===== src/rtl/div_pkg.sv =====
// Shared types and defaults for the sequential 64/32 divider.
package div_pkg;

    localparam int unsigned DIV_W_DEFAULT = 32;

    typedef enum logic [1:0] {
        IDLE = 2'd0,
        CALC = 2'd1,
        DONE = 2'd2
    } div_state_t;

endpackage


===== src/rtl/div64x32_seq_if.sv =====
// Start/busy handshake and operand/result bus shared by the sequential arithmetic units.
interface div64x32_seq_if
    import div_pkg::*;
#(
    parameter int unsigned DATA_W = DIV_W_DEFAULT
);

    logic                  start;
    logic [2*DATA_W-1:0]   a;
    logic [DATA_W-1:0]     b;
    logic                  busy;
    logic                  done;
    logic [DATA_W-1:0]     q;
    logic [DATA_W-1:0]     r;
    logic                  div_by_zero;
    logic                  overflow;

    // Host side: issues requests, observes results.
    modport master (
        output start, a, b,
        input  busy, done, q, r, div_by_zero, overflow
    );

    // Divider side.
    modport slave (
        input  start, a, b,
        output busy, done, q, r, div_by_zero, overflow
    );

endinterface


===== src/rtl/div_step.sv =====
// One restoring-division step: shift in a dividend bit, subtract divisor if it fits.
module div_step #(
    parameter int unsigned DATA_W = 32
) (
    input  logic [DATA_W-1:0] rem,
    input  logic              msb_in,
    input  logic [DATA_W-1:0] divisor,
    output logic [DATA_W-1:0] rem_next,
    output logic              qbit
);

    logic [DATA_W:0] t;
    logic [DATA_W:0] d;

    // rem < divisor on entry, so the partial remainder after subtraction fits DATA_W bits.
    always_comb begin
        t        = {rem, msb_in};
        d        = {1'b0, divisor};
        qbit     = (t >= d);
        rem_next = qbit ? DATA_W'(t - d) : t[DATA_W-1:0];
    end

endmodule


===== src/rtl/div64x32_seq.sv =====
// Iterative restoring divider: 2*DATA_W-bit dividend by DATA_W-bit divisor, one quotient bit per clock.
module div64x32_seq
    import div_pkg::*;
#(
    parameter int unsigned DATA_W = DIV_W_DEFAULT,
    parameter int unsigned CNT_W  = $clog2(DATA_W)
) (
    input  logic             clk,
    input  logic             reset,
    div64x32_seq_if.slave    bus
);

    div_state_t        state, state_next;

    // Partial remainder; the extra top bit of the textbook form is always zero since rem < b.
    logic [DATA_W-1:0] rem,  rem_d;
    logic [DATA_W-1:0] qsh,  qsh_d;
    logic [DATA_W-1:0] dvs,  dvs_d;
    logic [CNT_W-1:0]  cnt,  cnt_d;
    logic [DATA_W-1:0] q_reg, q_d;
    logic [DATA_W-1:0] r_reg, r_d;
    logic              dbz_reg, dbz_d;
    logic              ovf_reg, ovf_d;
    logic              busy_reg, done_reg;

    logic [DATA_W-1:0] step_rem;
    logic              step_qbit;
    logic [DATA_W-1:0] qsh_shift;

    // Single shift/subtract stage, reused every CALC cycle.
    div_step #(.DATA_W(DATA_W)) u_step (
        .rem      (rem),
        .msb_in   (qsh[DATA_W-1]),
        .divisor  (dvs),
        .rem_next (step_rem),
        .qbit     (step_qbit)
    );

    assign qsh_shift = {qsh[DATA_W-2:0], step_qbit};

    // Next-state and datapath update.
    always_comb begin
        state_next = state;
        rem_d      = rem;
        qsh_d      = qsh;
        dvs_d      = dvs;
        cnt_d      = cnt;
        q_d        = q_reg;
        r_d        = r_reg;
        dbz_d      = dbz_reg;
        ovf_d      = ovf_reg;

        unique case (state)
            IDLE, DONE: begin
                if (state == DONE) begin
                    state_next = IDLE;
                end
                if (bus.start) begin
                    dbz_d = 1'b0;
                    ovf_d = 1'b0;
                    if (bus.b == '0) begin
                        dbz_d      = 1'b1;
                        q_d        = '1;
                        r_d        = bus.a[DATA_W-1:0];
                        state_next = DONE;
                    end else if (bus.a[2*DATA_W-1:DATA_W] >= bus.b) begin
                        ovf_d      = 1'b1;
                        q_d        = '1;
                        r_d        = '0;
                        state_next = DONE;
                    end else begin
                        rem_d      = bus.a[2*DATA_W-1:DATA_W];
                        qsh_d      = bus.a[DATA_W-1:0];
                        dvs_d      = bus.b;
                        cnt_d      = CNT_W'(DATA_W - 1);
                        state_next = CALC;
                    end
                end
            end
            CALC: begin
                rem_d = step_rem;
                qsh_d = qsh_shift;
                if (cnt == '0) begin
                    q_d        = qsh_shift;
                    r_d        = step_rem;
                    state_next = DONE;
                end else begin
                    cnt_d = cnt - CNT_W'(1);
                end
            end
            default: begin
                state_next = IDLE;
            end
        endcase
    end

    // State, datapath and registered status outputs.
    always_ff @(posedge clk or posedge reset) begin
        if (reset) begin
            state    <= IDLE;
            rem      <= '0;
            qsh      <= '0;
            dvs      <= '0;
            cnt      <= '0;
            q_reg    <= '0;
            r_reg    <= '0;
            dbz_reg  <= 1'b0;
            ovf_reg  <= 1'b0;
            busy_reg <= 1'b0;
            done_reg <= 1'b0;
        end else begin
            state    <= state_next;
            rem      <= rem_d;
            qsh      <= qsh_d;
            dvs      <= dvs_d;
            cnt      <= cnt_d;
            q_reg    <= q_d;
            r_reg    <= r_d;
            dbz_reg  <= dbz_d;
            ovf_reg  <= ovf_d;
            busy_reg <= (state_next == CALC);
            done_reg <= (state_next == DONE);
        end
    end

    assign bus.busy        = busy_reg;
    assign bus.done        = done_reg;
    assign bus.q           = q_reg;
    assign bus.r           = r_reg;
    assign bus.div_by_zero = dbz_reg;
    assign bus.overflow    = ovf_reg;

endmodule


===== src/flat_wrapper.sv =====
// flat-port wrapper written by rule: the top's interface ports become plain ports
module div64x32_seq_flat import div_pkg::*;
#(
    parameter int unsigned DATA_W = DIV_W_DEFAULT,
    parameter int unsigned CNT_W  = $clog2(DATA_W)
)
  (clk, reset, bus_start, bus_a, bus_b, bus_busy, bus_done, bus_q, bus_r, bus_div_by_zero, bus_overflow);
  div64x32_seq_if #(.DATA_W(DATA_W)) bus_i ();
  input  logic clk;
  input  logic reset;
  input wire logic [$bits(bus_i.start)-1:0] bus_start;
  input wire logic [$bits(bus_i.a)-1:0] bus_a;
  input wire logic [$bits(bus_i.b)-1:0] bus_b;
  output wire logic [$bits(bus_i.busy)-1:0] bus_busy;
  output wire logic [$bits(bus_i.done)-1:0] bus_done;
  output wire logic [$bits(bus_i.q)-1:0] bus_q;
  output wire logic [$bits(bus_i.r)-1:0] bus_r;
  output wire logic [$bits(bus_i.div_by_zero)-1:0] bus_div_by_zero;
  output wire logic [$bits(bus_i.overflow)-1:0] bus_overflow;
  assign bus_i.start = bus_start;
  assign bus_i.a = bus_a;
  assign bus_i.b = bus_b;
  assign bus_busy = bus_i.busy;
  assign bus_done = bus_i.done;
  assign bus_q = bus_i.q;
  assign bus_r = bus_i.r;
  assign bus_div_by_zero = bus_i.div_by_zero;
  assign bus_overflow = bus_i.overflow;
  div64x32_seq #(.DATA_W(DATA_W), .CNT_W(CNT_W)) u_core (.clk(clk), .reset(reset), .bus(bus_i));
endmodule

===== config.mk =====
export PLATFORM = sky130hd
export DESIGN_NAME = div64x32_seq_flat
export DESIGN_NICKNAME = d
export VERILOG_FILES = /design/src/rtl/div_pkg.sv /design/src/rtl/div64x32_seq_if.sv /design/src/rtl/div_step.sv /design/src/rtl/div64x32_seq.sv /design/src/flat_wrapper.sv
export SDC_FILE = /design/constraint.sdc
export NUM_CORES = 1
export LEC_CHECK = 0
export BUFFER_PORTS_ARGS = -buffer_cell sky130_fd_sc_hd__buf_2
export CAP_MARGIN = 20
export CORE_ASPECT_RATIO = 1.25
export CORE_MARGIN = 1
export CORE_UTILIZATION = 50
export CTS_CLUSTER_SIZE = 12
export DETAILED_ROUTE_END_ITERATION = 8
export PLACE_DENSITY = 0.74
export SYNTH_ARGS = -nofsm -noshare
export SYNTH_HDL_FRONTEND = slang
export SYNTH_HIERARCHICAL = 1
export SYNTH_SLANG_ARGS = --single-unit
export TNS_END_PERCENT = 100

===== constraint.sdc =====
create_clock -name clk -period 5.8 [get_ports clk]
set_clock_uncertainty 0.2 [all_clocks]
set_input_delay 1.16 -clock clk [delete_from_list [all_inputs] [get_ports clk]]
set_output_delay 1.16 -clock clk [all_outputs]
set_load 0.01 [all_outputs]

==> results of run 1 <==
==> stage by stage <==
step / area, µm² / utilization / power (µW)
finish: 12300 / 0.587 / 8500
global route: 12300 / 0.587 / 9020
CTS: 12300 / 0.587 / 8420
detailed placement: 11700 / 0.559 / 7240
global placement: 11700 / 0.558 / 7130
floorplan: 10800 / - / 5880
==> layer usage <==
layer,share of wire,vias up,global-route usage
li1,-,4627,-
met1,0.41,4906,0.393
met2,0.48,451,0.477
met3,0.070,80,0.0421
met4,0.041,4,0.149
met5,0.00069,-,0
==> layout by cell type, fill, tap and decap left out, drive strengths merged, types with 32 or more instances in the layout <==
cell type | Yosys | final
ha | 66 | 66
a221o | 33 | 33
o21ai | 85 | 85
buf | 18 | 182
a21oi | 69 | 69
inv | 109 | 116
o211ai | 35 | 35
a32oi | 32 | 32
a221oi | 35 | 35
dfrtp | 171 | 171
nand2 | 198 | 198
nand3 | 72 | 72
==> synth_stat cells, types with 4 or more instances <==
cell type,number,share of area
nor2b_1,9,0.0052
dfrtp_1,171,0.40
ha_1,66,0.077
xor2_1,8,0.0065
o21a_1,6,0.0042
nor3b_1,4,0.0028
a2bb2oi_1,7,0.0057
a32oi_1,32,0.026
nand4_1,17,0.0099
buf_2,10,0.0046
nor4_1,12,0.0070
inv_1,108,0.038
a21o_1,11,0.0077
xnor2_1,21,0.017
clkbuf_1,71,0.025
and3_1,4,0.0023
nand2_1,198,0.069
a221oi_1,35,0.028
a221o_1,33,0.031
mux2_2,22,0.023
o21ai_0,84,0.039
nand3_1,72,0.033
nor2_1,31,0.011
a31oi_1,5,0.0029
mux2_4,9,0.013
a21oi_1,68,0.032
nor3_1,7,0.0033
o211ai_1,35,0.024
buf_6,6,0.0063
o21bai_1,4,0.0028
==> power by group through the flow <==
| stage | registers (µW) | logic (µW) | clock network, µW |
|---|---|---|---|
| 2_1_floorplan | 2020 | 3850 | 0 |
| 3_3_place_gp | 2080 | 5040 | 0 |
| 3_5_place_dp | 2080 | 5160 | 0 |
| 4_1_cts | 2070 | 5210 | 1140 |
| 5_1_grt | 2140 | 5700 | 1190 |
| 6_report | 2080 | 5290 | 1130 |
==> how the worst min path moves through the flow <==
stage | from | end | slack [ns] | cells after the start
after floorplan | u_core/dvs[30]$_DFFE_PP0P_ | u_core/dvs[30]$_DFFE_PP0P_ | 0.27 | 2
after global placement | u_core/bus.div_by_zero$_DFFE_PP0P_ | u_core/bus.div_by_zero$_DFFE_PP0P_ | 0.27 | 2
after detailed placement | u_core/bus.overflow$_DFFE_PP0P_ | u_core/bus.overflow$_DFFE_PP0P_ | 0.27 | 2
after CTS | u_core/bus.q[7]$_DFFE_PP0P_ | u_core/bus.q[7]$_DFFE_PP0P_ | 0.30 | 2
after global routing | u_core/bus.q[26]$_DFFE_PP0P_ | u_core/bus.q[26]$_DFFE_PP0P_ | 0.31 | 2
final | u_core/bus.q[4]$_DFFE_PP0P_ | u_core/bus.q[4]$_DFFE_PP0P_ | 0.29 | 2
==> cells by family (layout without fill, tap and decap cells) <==
group | Yosys count | after routing | synth area share
and+or+nand+nor | 370 | 370 | 0.157
AOI/OAI and AO/OA | 349 | 349 | 0.229
buffers and inverters | 198 | 323 | 0.0759
DFF | 171 | 171 | 0.397
adders and majority gates | 67 | 67 | 0.0786
muxes | 34 | 34 | 0.0384
xor gates and xnor gates | 29 | 29 | 0.0236
==> worst register-to-register path: stages, from the launching register on <==
cell	delay, ns
dfrtp_1	0.40
ha_1	0.42
nand4_1	0.22
nor3_1	0.43
o211ai_1	0.20
nor4b_4	0.20
o21ai_2	0.18
a31oi_4	0.13
o21a_4	0.28
inv_2	0.60
mux2_2	0.50
a221oi_1	0.32
a32oi_1	0.09
==> area by class of cell <==
cell class | count | area (µm²)
clock inverters | 14 | 148
clock buffers | 18 | 429
repair buffers | 182 | 976
fillers | 1899 | 8660
well taps | 274 | 343
multi-input cells | 849 | 5720
inverters | 109 | 413
flip-flops and latches | 171 | 4280
==> flow_summary.toml, run 1 <==
[timing]
rsz0062_at_grt = "false"
setup_slack_ns = 1.49
timing.hold.ws_ns = 0.291
fin_crit_sh = 0.742
tightest_slew_ns = 1.03
slew_viol_final = 0
hold_viol_final = 0
fmaxAchievable_mhz = 232
layout_min_cycle_time_ns = 4.31
setup_viol = 0
maxSlewHeadroom = 0.313
setup_tns_ns = 0

[cts]
cts_root_buf = "clkbuf_16"
cts.path.max_buffers = 2
postCtsSetupRepairBufs = 0
clk_pin_slew_ns = 0.08
clock-sinks = 171
cts_tree = "yes"
ctsHtreeMaxLevel = 4
cts_buffers = 17
clk_latency_ns = 0.44
cts_hold_buf = 0
ctsResizeCount = 0

[synth]
seq_area_frac_synth = 0.397
synth.avg_cell_area_um2 = 8.84
async_flop_share = 1.00
synth_cell_types = 64
syn-num-nets = 1384
ys.flop_type = "dfrtp_1"
mappedNetlistArea_um2 = 10800
yosysWarningCount = 6
synth_cells = 1218
synth-edff-count = 0
ys_seq_elements = 171

[floorplan]
rows = 59
initial_core_util = 0.513
die_y_um = 166
coreArea_um2 = 21000
die_w_um = 133
die_area_um2 = 22100
io_pins = 167

[drt]
routedWlPerCell_um = 19.8
drtPass1Iterations = 5
ant_nets = 0
drt-vias-per-instance = 6.23
drt-total-wl_um = 32000
drc_errors = 0
drtIter0Drc = 976
via_count = 10100

[cells_and_area]
final_nets = 1496
syn_to_final_growth_pct = 14.3
drive_gt1_frac = 0.200
instances_no_fill = 1617
antenna_cells = 0

[global_routing]
grt_overflow_total = 0
grt_pass1_wl_um = 51900
grt_pass1_vias = 9745
grt_antenna_before_repair = 2
track_usage = 0.298
grt_max_degree = 172

[power]
p_sw_frac = 0.465
switching_power_uw = 3950
p_per_area_nw_per_um2 = 691
p_seq_frac = 0.244
comb_power_share = 0.623
ir_drop_uv = 352
leakagePower_uw = 0.00569
cell_internal_pwr_uw = 4550
clockPowerShare = 0.133

[setup_path]
worst_ep_arrival_time_ns = 4.40
critPathCaptureType = "flop"
crit_start = "u_core/rem[10]$_DFFE_PP0P_"
slowest_stage = "inv_2"
r2r_end = "u_core/bus.r[19]$_DFFE_PP0P_"
r2r_cells = 12
worstReg2RegStart = "u_core/rem[10]$_DFFE_PP0P_"
max_stage_delay_ns = 0.60
required_ns = 5.90
rrSetupSlack_ns = 1.49
cp_num_buf_inv = 1
endpoint = "u_core/bus.r[19]$_DFFE_PP0P_"
crit_chain = "ha_1 -> nand4_1 -> nor3_1 -> o211ai_1 -> nor4b_4 -> o21ai_2 -> a31oi_4 -> o21a_4 -> inv_2 -> mux2_2 -> a221oi_1 -> a32oi_1"
crit_type = "reg -> reg"
cp.depth = 12
crit_family = "compound AO/OA/AOI/OAI gates"
critPathLaunchType = "flop"
critPathMaxFanout = 30

[run]
cap_violations = 0

[placed_design]
pre_cts_slack_ns = 1.34
gp_congestion = 0.944
dp_hpwl_um = 22300
dp.cells = 1585
port_buffers = 166

[status]
status = "completed"

[hold_path]
worstHoldPathType = "reg -> reg"
No activity file was read; power rests on OpenSTA's default activity.
==> run 2, diff against run 1 <==
--- a/config.mk
+++ b/config.mk
@@ -12,7 +12,7 @@
 export CORE_UTILIZATION = 50
 export CTS_CLUSTER_SIZE = 12
 export DETAILED_ROUTE_END_ITERATION = 8
-export PLACE_DENSITY = 0.74
+export PLACE_DENSITY = 0.72
 export SYNTH_ARGS = -nofsm -noshare
 export SYNTH_HDL_FRONTEND = slang
 export SYNTH_HIERARCHICAL = 1
==> constraint.sdc (replaced) <==
create_clock -name clk -period 4.2 [get_ports clk]
set_clock_uncertainty 0.2 [all_clocks]
set_input_delay 0.84 -clock clk [delete_from_list [all_inputs] [get_ports clk]]
set_output_delay 0.84 -clock clk [all_outputs]
set_load 0.01 [all_outputs]
==> flow_summary.toml, run 2 (synthesis results as in run 1) <==
[status]
status = "completed"

[floorplan]
die_area_um2 = 22100
rows = 59
initial_core_util = 0.513
die_w_um = 133
io_pins = 167
coreArea_um2 = 21000
die_y_um = 166

[global_routing]
grt_pass1_vias = 9990
grt_antenna_before_repair = 0
grt_pass1_wl_um = 55300
grt_overflow_total = 0
track_usage = 0.324
grt_max_degree = 67

[drt]
drt-vias-per-instance = 6.25
drc_errors = 0
routedWlPerCell_um = 21.5
drt-total-wl_um = 35100
drtPass1Iterations = 6
drtIter0Drc = 1014
via_count = 10200
ant_nets = 0

[power]
ir_drop_uv = 674
p_per_area_nw_per_um2 = 950
fin_total_pwr_uw = 11900
clockPowerShare = 0.130
switching_power_uw = 5520
p_seq_frac = 0.245
p_sw_frac = 0.465
leakagePower_uw = 0.00579
comb_power_share = 0.624
cell_internal_pwr_uw = 6360

[timing]
setup_tns_ns = 0
tightest_slew_ns = 0.826
setup_slack_ns = 0.253
setup_viol = 0
rsz0062_at_grt = "false"
maxSlewHeadroom = 0.445
fin_crit_sh = 0.940
timing.hold.ws_ns = 0.122
fmaxAchievable_mhz = 253
slew_viol_final = 0
hold_viol_final = 0
layout_min_cycle_time_ns = 3.95

[setup_path]
crit_start = "u_core/rem[10]$_DFFE_PP0P_"
worst_ep_arrival_time_ns = 4.03
critPathCaptureType = "flop"
critPathMaxFanout = 17
required_ns = 4.28
rrSetupSlack_ns = 0.25
crit_type = "reg -> reg"
worstReg2RegStart = "u_core/rem[10]$_DFFE_PP0P_"
critPathLaunchType = "flop"
r2r_end = "u_core/bus.r[20]$_DFFE_PP0P_"
r2r_cells = 13

[cells_and_area]
multiInputGateArea_um2 = 5720
syn_to_final_growth_pct = 16.2
fill_cells = 1862
drive_gt1_frac = 0.210
regArea_um2 = 4280
final_common_cell = "nand2_1"
post-route-util = 0.597
final_nets = 1511
antenna_cells = 0
most-common-layout-cells = "197 x nand2_1, 171 x dfrtp_1, 166 x buf_2"

[run]
cap_violations = 0

[placed_design]
gp_congestion = 0.972
pre_cts_slack_ns = 0.162
dp_hpwl_um = 25600
port_buffers = 166

[cts]
cts_hold_buf = 0
clk_pin_slew_ns = 0.08
clock-sinks = 171
cts_tree = "yes"
postCtsSetupRepairBufs = 0
cts.path.max_buffers = 2
ctsResizeCount = 0
ctsHtreeMaxLevel = 4
clk_latency_ns = 0.43
cts_buffers = 17
cts_root_buf = "clkbuf_16"

[hold_path]
worstHoldPathType = "in -> async"
==> run 2: cell count changes in the layout (fill, tap and decap cells not counted), sizes merged <==
cell / change
buf: +15
clkbuf: -1
clkinv: +3
clkinvlp: -1
inv: -2
==> run 2: through the flow <==
| stage | cells | instance area [µm²] |
|---|---|---|
| 4_1_cts | 1630 | 12500 |
| 3_5_place_dp | 1599 | 11900 |
| 5_1_grt | 1631 | 12500 |
| 6_report | 1631 | 12500 |
| 2_1_floorplan | 1218 | 10800 |
| 3_3_place_gp | 1599 | 11900 |
==> run 2: worst max-delay path by stage <==
| stage | endpoint | cells past startpoint |
|---|---|---|
| floorplan | u_core/bus.r[21]$_DFFE_PP0P_ | 14 |
| global placement | u_core/bus.r[12]$_DFFE_PP0P_ | 13 |
| detailed placement | u_core/bus.r[12]$_DFFE_PP0P_ | 13 |
| CTS | u_core/bus.r[20]$_DFFE_PP0P_ | 13 |
| global route | u_core/bus.r[20]$_DFFE_PP0P_ | 13 |
| finish | u_core/bus.r[20]$_DFFE_PP0P_ | 13 |
==> run 2: layout make-up <==
class                   count  share of cell area
flip-flops and latches    171               0.342
well taps                 274              0.0274
repair buffers            197              0.0940
inverters                 109              0.0330
multi-input cells         849               0.457
clock inverters            14              0.0123
clock buffers              17              0.0340
==> run 2: worst max-delay path: stages, from the launching register on <==
cell,delay (ns)
dfrtp_1,0.41
ha_1,0.44
nand4_1,0.25
nor3_2,0.32
o211ai_1,0.23
nor4b_4,0.20
o21ai_2,0.20
a31oi_4,0.14
o21a_4,0.27
inv_2,0.06
buf_4,0.28
mux2_2,0.41
a221oi_1,0.30
a32oi_1,0.08
==> run 2: routing by layer <==
layer / wire [µm] / vias up / global-route usage / share of wire
met3: 2130 / 116 / 0.0491 / 0.061
met4: 2310 / 0 / 0.200 / 0.066
met5: 0 / - / 0 / 0
li1: - / 4661 / - / -
met2: 16700 / 470 / 0.527 / 0.48
met1: 14000 / 4950 / 0.405 / 0.40
==> run 2: power by group through the flow <==
stage | registers, µW | clock network (µW) | logic, µW
2_1_floorplan | 2790 | 0 | 5320
3_3_place_gp | 2920 | 0 | 7150
3_5_place_dp | 2920 | 0 | 7210
4_1_cts | 2900 | 1580 | 7270
5_1_grt | 2980 | 1650 | 7970
6_report | 2920 | 1550 | 7420
